`src/rtl/rsa_pkg.sv`:
```
// Shared encodings for the RSA sequencing blocks: exponentiation FSM states
// and the modular-multiply operation selector.
package rsa_pkg;

    typedef enum logic [2:0] {
        IDLE,
        SCAN,
        ISSUE,
        WAIT,
        DRAIN,
        NEXT,
        FIN
    } state_t;

    typedef enum logic [1:0] {
        LOAD,
        SQR,
        MUL
    } op_t;

endpackage

```
`src/rtl/mod_exp_ctrl.sv`:
```
// Left-to-right square-and-multiply sequencer computing base^exp mod m through an external mod_mul.
// Latency: k+1 edges for exp=0, else per product ISSUE+WAIT+DRAIN+NEXT; start ignored while busy, mul_done waited on.
module mod_exp_ctrl
    import rsa_pkg::*;
#(
    parameter int k    = 12,
    parameter int logk = 4
) (
    input  logic          clk,
    input  logic          rst,
    input  logic          start,
    input  logic [k-1:0]  base,
    input  logic [k-1:0]  exp,
    output logic [k-1:0]  result,
    output logic          done,
    output logic          busy,
    output logic [k-1:0]  mul_x,
    output logic [k-1:0]  mul_y,
    output logic          mul_start,
    input  logic [k-1:0]  mul_z,
    input  logic          mul_done
);

    localparam logic [logk-1:0] CNT_TOP = logk'(k - 1);
    localparam logic [k-1:0]    ONE     = k'(1);

    state_t          state_q, state_d;
    op_t             op_q, op_d;
    logic [k-1:0]    b_q, b_d;
    logic [k-1:0]    e_q, e_d;
    logic [k-1:0]    acc_q, acc_d;
    logic [logk-1:0] cnt_q, cnt_d;
    logic [k-1:0]    result_q, result_d;
    logic            done_q, done_d;
    logic            busy_q, busy_d;
    logic            mul_start_q, mul_start_d;
    logic [k-1:0]    mul_x_q, mul_x_d;
    logic [k-1:0]    mul_y_q, mul_y_d;

    always_ff @(posedge clk or posedge rst) begin
        if (rst) begin
            state_q     <= IDLE;
            op_q        <= LOAD;
            b_q         <= '0;
            e_q         <= '0;
            acc_q       <= '0;
            cnt_q       <= '0;
            result_q    <= '0;
            done_q      <= 1'b0;
            busy_q      <= 1'b0;
            mul_start_q <= 1'b0;
            mul_x_q     <= '0;
            mul_y_q     <= '0;
        end else begin
            state_q     <= state_d;
            op_q        <= op_d;
            b_q         <= b_d;
            e_q         <= e_d;
            acc_q       <= acc_d;
            cnt_q       <= cnt_d;
            result_q    <= result_d;
            done_q      <= done_d;
            busy_q      <= busy_d;
            mul_start_q <= mul_start_d;
            mul_x_q     <= mul_x_d;
            mul_y_q     <= mul_y_d;
        end
    end

    always_comb begin
        state_d     = state_q;
        op_d        = op_q;
        b_d         = b_q;
        e_d         = e_q;
        acc_d       = acc_q;
        cnt_d       = cnt_q;
        result_d    = result_q;
        done_d      = done_q;
        busy_d      = busy_q;
        mul_start_d = mul_start_q;
        mul_x_d     = mul_x_q;
        mul_y_d     = mul_y_q;

        case (state_q)
            IDLE: begin
                if (start) begin
                    b_d     = base;
                    e_d     = exp;
                    cnt_d   = CNT_TOP;
                    busy_d  = 1'b1;
                    state_d = SCAN;
                end
            end
            // Skip leading zero exponent bits before the first LOAD.
            SCAN: begin
                if (e_q[cnt_q]) begin
                    op_d    = LOAD;
                    state_d = ISSUE;
                end else if (cnt_q == '0) begin
                    result_d = ONE;
                    done_d   = 1'b1;
                    state_d  = FIN;
                end else begin
                    cnt_d = cnt_q - 1'b1;
                end
            end
            ISSUE: begin
                mul_start_d = 1'b1;
                case (op_q)
                    LOAD: begin
                        mul_x_d = b_q;
                        mul_y_d = ONE;
                    end
                    SQR: begin
                        mul_x_d = acc_q;
                        mul_y_d = acc_q;
                    end
                    default: begin
                        mul_x_d = acc_q;
                        mul_y_d = b_q;
                    end
                endcase
                state_d = WAIT;
            end
            WAIT: begin
                if (mul_done) begin
                    acc_d       = mul_z;
                    mul_start_d = 1'b0;
                    state_d     = DRAIN;
                end
            end
            // Level-style done must fall before the next request is issued.
            DRAIN: begin
                if (!mul_done) begin
                    state_d = NEXT;
                end
            end
            NEXT: begin
                if (op_q == SQR && e_q[cnt_q]) begin
                    op_d    = MUL;
                    state_d = ISSUE;
                end else if (cnt_q == '0) begin
                    result_d = acc_q;
                    done_d   = 1'b1;
                    state_d  = FIN;
                end else begin
                    cnt_d   = cnt_q - 1'b1;
                    op_d    = SQR;
                    state_d = ISSUE;
                end
            end
            FIN: begin
                done_d  = 1'b0;
                busy_d  = 1'b0;
                state_d = IDLE;
            end
            default: begin
                state_d = IDLE;
            end
        endcase
    end

    assign result    = result_q;
    assign done      = done_q;
    assign busy      = busy_q;
    assign mul_start = mul_start_q;
    assign mul_x     = mul_x_q;
    assign mul_y     = mul_y_q;

endmodule
```
`config.mk`:
```
export PLATFORM = sky130hd
export DESIGN_NAME = mod_exp_ctrl
export DESIGN_NICKNAME = d
export VERILOG_FILES = /design/src/rtl/rsa_pkg.sv /design/src/rtl/mod_exp_ctrl.sv
export SDC_FILE = /design/constraint.sdc
export NUM_CORES = 1
export LEC_CHECK = 0
export ABC_CLOCK_PERIOD_IN_PS = 7100
export BUFFER_PORTS_ARGS = -buffer_cell sky130_fd_sc_hd__buf_2
export CORE_MARGIN = 2
export CORE_UTILIZATION = 59
export CTS_CLUSTER_DIAMETER = 100
export DETAILED_ROUTE_END_ITERATION = 10
export HOLD_SLACK_MARGIN = 0.1
export PLACE_DENSITY_LB_ADDON = 0.05
export SYNTH_ARGS = -nofsm -noshare
export SYNTH_HDL_FRONTEND = slang
export SYNTH_SLANG_ARGS = --single-unit
```
`constraint.sdc`:
```
create_clock -name clk -period 7.1 [get_ports clk]
set_input_delay 0.355 -clock clk [delete_from_list [all_inputs] [get_ports clk]]
set_output_delay 0.355 -clock clk [all_outputs]
set_load 0.1 [all_outputs]
```
# ---- Word-level counts from Yosys, hierarchy flattened
# Cells that the tools add are included.
dict set report classes {
  n_addsub 1
  mul 0
  n_div 0
  magnitude_cmp 1
  eq_ne 17
  shifts 0
  mux 34
  bitwise_logic 0
  reduce_logical 18
}
# op n
set ops {}
lappend ops {{12-bit 2-to-1 mux} 5}
lappend ops {{12-bit one-hot mux with 2 select lines} 2}
lappend ops {{3-bit 2-to-1 mux} 7}
lappend ops {{3-bit one-hot mux with 6 select lines} 1}
lappend ops {{4-bit 2-to-1 mux} 4}
lappend ops {{2-bit inequality test, second input constant} 8}
lappend ops {{4-bit one-hot mux with 3 select lines} 1}
lappend ops {{3-bit == test, second input constant} 3}
lappend ops {{2-bit AND reduction} 4}
lappend ops {{4-bit AND reduction} 2}
lappend ops {{3-bit by 2-bit == test with 1-bit output, second input constant} 2}
lappend ops {{1-bit 2-to-1 mux} 6}
lappend ops {{2-bit 2-to-1 mux} 3}
lappend ops {{3-bit inequality test, second input constant} 2}
lappend ops {{3-bit AND reduction} 2}
lappend ops {{2-bit nonzero test} 3}
lappend ops {{3-bit nonzero test} 2}
lappend ops {{4-bit by 5-bit < comparator with 1-bit output, second input constant} 1}
lappend ops {{5-bit AND reduction} 1}
lappend ops {{1-bit binary-select mux with 4-bit select} 1}
lappend ops {{4-bit zero test} 1}
lappend ops {{1-bit one-hot mux with 2 select lines} 2}
lappend ops {{2-bit one-hot mux with 2 select lines} 1}
lappend ops {{4-bit by 1-bit subtractor with 4-bit output, second input constant} 1}
lappend ops {{6 further kinds} 6}
dict set report word_totals {
  register_bits 84
  latch_bits 0
  mem_bits_rw 0
  mem_bits_ro 0
  inputBits 40
  output_inout_bits 39
  elab_cells 83
  memories 0
}

# ---- Logic depth before layout (Yosys ltp)
dict set report depth {
  ltp_word 5
  ltp_mapped 9
  ltp_nobuf 7
}

# ---- Least setup slack after synthesis
# No wires, ideal clock.
dict set report synth_timing {
  path_type {flip-flop to flip-flop}
  start {reg cnt_q[1]}
  end {reg cnt_q[0]}
  setup_time_ns 0.131
  t_arrival_ns 1.651
  t_required_ns 6.969
  setup_slack_ns 5.318
  path_stages_with_launch 9
  path_buffers 1
  period_less_slack_ns 1.782
  path_cell_list {dfrtp_1 -> buf_4 -> inv_1 -> ha_1 -> nor3b_1 -> nor2_1 -> a31oi_2 -> nand2b_1 -> mux2i_1}
}
dict set report synth_via {
  elab_chain_len 5
  elab_cells_between_ends 11
  classes_between {eq/ne (2); mux (6); reduce/logical (3)}
}
# element line_no
set synth_rtl {}
lappend synth_rtl {{from (decl)} mod_exp_ctrl.sv:32} ;# logic [logk-1:0] cnt_q, cnt_d;
lappend synth_rtl {{from (signal assigned)} mod_exp_ctrl.sv:60} ;# cnt_q <= cnt_d;
lappend synth_rtl {{1-bit binary-select mux with 4-bit select} {mod_exp_ctrl.sv:96, mod_exp_ctrl.sv:139}}
lappend synth_rtl {{1-bit 2-to-1 mux (not written as such)} {mod_exp_ctrl.sv:96, mod_exp_ctrl.sv:139}}
lappend synth_rtl {{1-bit logical AND} mod_exp_ctrl.sv:139} ;# if (op_q == SQR && e_q[cnt_q]) begin
lappend synth_rtl {{2-bit inequality test (no source line)} --}
lappend synth_rtl {{4-bit AND reduction (no source line)} --}
# Parallel ways exist; a longest one is shown, timed or not. The select of a mux whose other input is x is not followed.
# A chain may end at the register's enable or synchronous reset.

# ---- Final worst setup path
dict set report layout_timing {
  start {reg cnt_q[1]}
  end {reg result_q[1] (netlist: result[1])}
}
dict set report layout_via {
  elab_chain_len 5
  elab_cells_between_ends 9
  classes_between {eq/ne (4); mux (2); reduce/logical (3)}
}
# element line_no
set layout_rtl {}
lappend layout_rtl {{1-bit binary-select mux with 4-bit select} {mod_exp_ctrl.sv:96, mod_exp_ctrl.sv:139}}
lappend layout_rtl {{1-bit 2-to-1 mux (not written as such)} {mod_exp_ctrl.sv:96, mod_exp_ctrl.sv:139}}
lappend layout_rtl {{1-bit logical AND} mod_exp_ctrl.sv:139}
lappend layout_rtl {{2-bit inequality test (no source line)} --}
lappend layout_rtl {{5-bit AND reduction (no source line) *} --}
lappend layout_rtl {{to (signal assigned)} mod_exp_ctrl.sv:61} ;# result_q <= result_d;
lappend layout_rtl {{to (decl)} mod_exp_ctrl.sv:33} ;# logic [k-1:0] result_q, result_d;
# Mark *: on every way between the ends. The rest lies on a longest branch, timed or not. The select of a mux whose other input is x is not followed.

==> qor.csv <==
stage,metric,value,unit
critical_path,cp-startpoint,cnt_q[1],
synthesis,syn_area,0.00380,mm2
global_routing,grt_usage,23.3,%
critical_path,reg2reg_slack,4.60,ns
critical_path,r2r_cells,6,
timing,fmaxAchievable,400,MHz
synthesis,synth_cell_type_count,46,
routing,drc,0,
floorplan,die_w,84.3,um
clock_network,clk_pin_slew,0.09,ns
floorplan,fp.dieH,84.3,um
place,portBuffers,78,
floorplan,io-pin-count,79,
synthesis,synth_flop_cell,dfrtp_1,
routing,post_drt_wl_per_cell,16.0,um
synthesis,yosys.area.top_type,dfrtp_1,
routing,drt_pre_antenna_iters,4,
global_routing,antenna_found_initial,0,
clock_network,clock_sinks,84,
synthesis,async_flop_share,100,%
synthesis,synth_fp_nets,380,
critical_path,path_max_fanout,26,
timing,slew_headroom,32.0,%
timing,rsz0062_at_grt,false,
clock_network,cts_resized,0,
routing,totalWireLength,7.93,mm
place,place_congestion,0.867,
global_routing,first_global_vias,2659,
worst_hold_path,min_path_type,in2reg,
floorplan,start_util,60.6,%
timing,final_hold_viol_count,0,
clock_network,ctsHoldBuffers,0,
timing,min_period_over_period,35.2,%
clock_network,cts_tree,done,
routing,dr_total_vias,2720,
timing,fin_ws,4.60,ns
timing,drv_slew,0,
timing,setup_tns,0,ns
synthesis,synthTopCellsByArea,"dfrtp_1 55%, mux2_2 11%, a21oi_1 4.9%",
routing,drt-initial-drc-count,168,
job,drv_cap,0,
layout,fillers,492,
synthesis,syn-mean-instance-area,11.2,um2
critical_path,crit_arrival,2.77,ns
clock_network,cts_max_level,3,
critical_path,critical_path_required,7.37,ns
timing,period_needed,2.50,ns
critical_path,slowest_stage,and3_1,
status,status,"complete, no violations",
layout,drive_gt1_share,35.7,%
critical_path,crit_type,reg2reg,
timing,skew,0.00892,ns
critical_path,startpoint_type,register,
place,placed_area,0.00420,mm2
routing,final_antenna_net_count,0,
synthesis,netlist_instances,339,
timing,hold_slack,0.229,ns
global_routing,grt_pass1_wl,13.1,mm
layout,antenna_cells,0,
floorplan,dieArea,0.00710,mm2
clock_network,post_cts_buffers,0,
critical_path,cp_cell_sequence,"inv_1, ha_1, nor3b_1, and3_1, nand3_1, o21ai_2",
timing,setup_viol,0,
global_routing,grt_max_degree,85,
clock_network,numCtsBuffers,9,
clock_network,cts_buffer_depth,2,
layout,final_cell_area,0.00441,mm2
critical_path,cp-endpoint,result[1],
floorplan,coreArea,0.00628,mm2
synthesis,ys_ff_latch,84,
place,dp_slack,4.63,ns
critical_path,slowest_delay,0.87,ns
synthesis,synth_common_cells,"84 x dfrtp_1, 37 x a21oi_1, 37 x mux2_2",
layout,finalNetCount,453,
synthesis,synth-edff-count,0,
critical_path,endpoint_kind,register,
routing,viasPerCell,5.51,
floorplan,row_count,29,
synthesis,yosys.area.top_type_share,55.3,%
synthesis,synth_warnings,0,
clock_network,clk_latency,0.35,ns
synthesis,yosys.cell_count.top_type,dfrtp_1,
critical_path,r2r-end,result[1],
clock_network,clock-root-buffer,clkbuf_8,
timing,worst_slew_pin_slew,1.02,ns
layout,synthToLayoutAreaGrowth,15.8,%
critical_path,worstReg2RegStart,cnt_q[1],
place,dp_hpwl,5.36,mm
global_routing,grt_remaining_overflow,0,
synthesis,ys_seq_area_share,55.3,%
==> metrics by stage <==
stage | cells | utilization (%)
after detailed placement | 478 | 66.9
after floorplan | 339 | -
final | 494 | 70.2
after global routing | 494 | 70.2
after global placement | 478 | 66.9
after CTS | 494 | 70.2
==> layer usage <==
| metal | global-route usage [%] | up-vias | share of wire (%) |
|---|---|---|---|
| met5 | 0 | - | 0 |
| met4 | 7.48 | 0 | 1.2 |
| met3 | 4.92 | 11 | 5.3 |
| met2 | 35.1 | 73 | 45 |
| met1 | 34.4 | 1309 | 49 |
| li1 | - | 1327 | - |
==> cells in the final DEF (no fill, tap or decap), drive strengths merged, types with 2 or more instances in the layout <==
| cell | instances |
|---|---|
| dfrtp | 84 |
| buf | 82 |
| a21oi | 37 |
| mux2 | 37 |
| nor2 | 35 |
| mux2i | 18 |
| o21ai | 18 |
| inv | 17 |
| and3 | 13 |
| nand3 | 13 |
| clkbuf | 10 |
| nand2 | 5 |
| nor2b | 4 |
| or2 | 4 |
| a31oi | 3 |
| and2 | 3 |
| clkinv | 3 |
| o22ai | 2 |
| nand2b | 2 |
| nor4 | 2 |
| o211ai | 2 |
| nor3 | 2 |
| nand3b | 2 |
| a21o | 2 |
| clkinvlp | 2 |
==> layout make-up <==
type | count | area, um2 | area share, %
multi-input cells | 218 | 1510 | 34.3
well taps | 77 | 96.3 | 2.19
repair buffers | 82 | 420 | 9.54
clock buffers | 10 | 138 | 3.12
inverters | 17 | 65.1 | 1.48
clock inverters | 6 | 71.3 | 1.62
flip-flops and latches | 84 | 2100 | 47.7
==> worst max-delay path, delay by kind of cell (launching register included) <==
kind	cells	cell delay, ns
DFF	1	0.49
AOI/OAI and AO/OA	1	0.11
buffers and inverters	1	0.10
and+or+nand+nor	3	1.52
adders and majority gates	1	0.21
==> flip-flops by register name (all words and copies together) (netlist names), 2 cells and up <==
name and count:
mul_x 12, result 12, cnt_q 4, b_q 12, state_q 3, e_q 12
mul_y 12, acc_q 12, op_q 2
==> worst min path at each step <==
| stage | startpoint | to | slack [ns] | cells past startpoint |
|---|---|---|---|---|
| floorplan | e_q[2] | e_q[2] | 0.48 | 1 |
| global placement | mul_start | mul_start | 0.46 | 1 |
| detailed placement | mul_start | mul_start | 0.46 | 1 |
| CTS | base[9] | b_q[9] | 0.22 | 2 |
| global route | base[9] | b_q[9] | 0.22 | 2 |
| finish | base[10] | b_q[10] | 0.23 | 2 |
==> kinds of logic after synthesis <==
family / count (synthesis) / share of synthesized area (%)
and+or+nand+nor: 88 / 11.5
AOI/OAI and AO/OA: 72 / 11.4
buffers and inverters: 37 / 4.97
muxes: 56 / 16.3
DFF: 84 / 55.3
adders and majority gates: 1 / 0.329
xor gates and xnor gates: 1 / 0.230
Power is not shown: default switching activity piles up to over one toggle a cycle in this logic, so the estimate is an artifact.
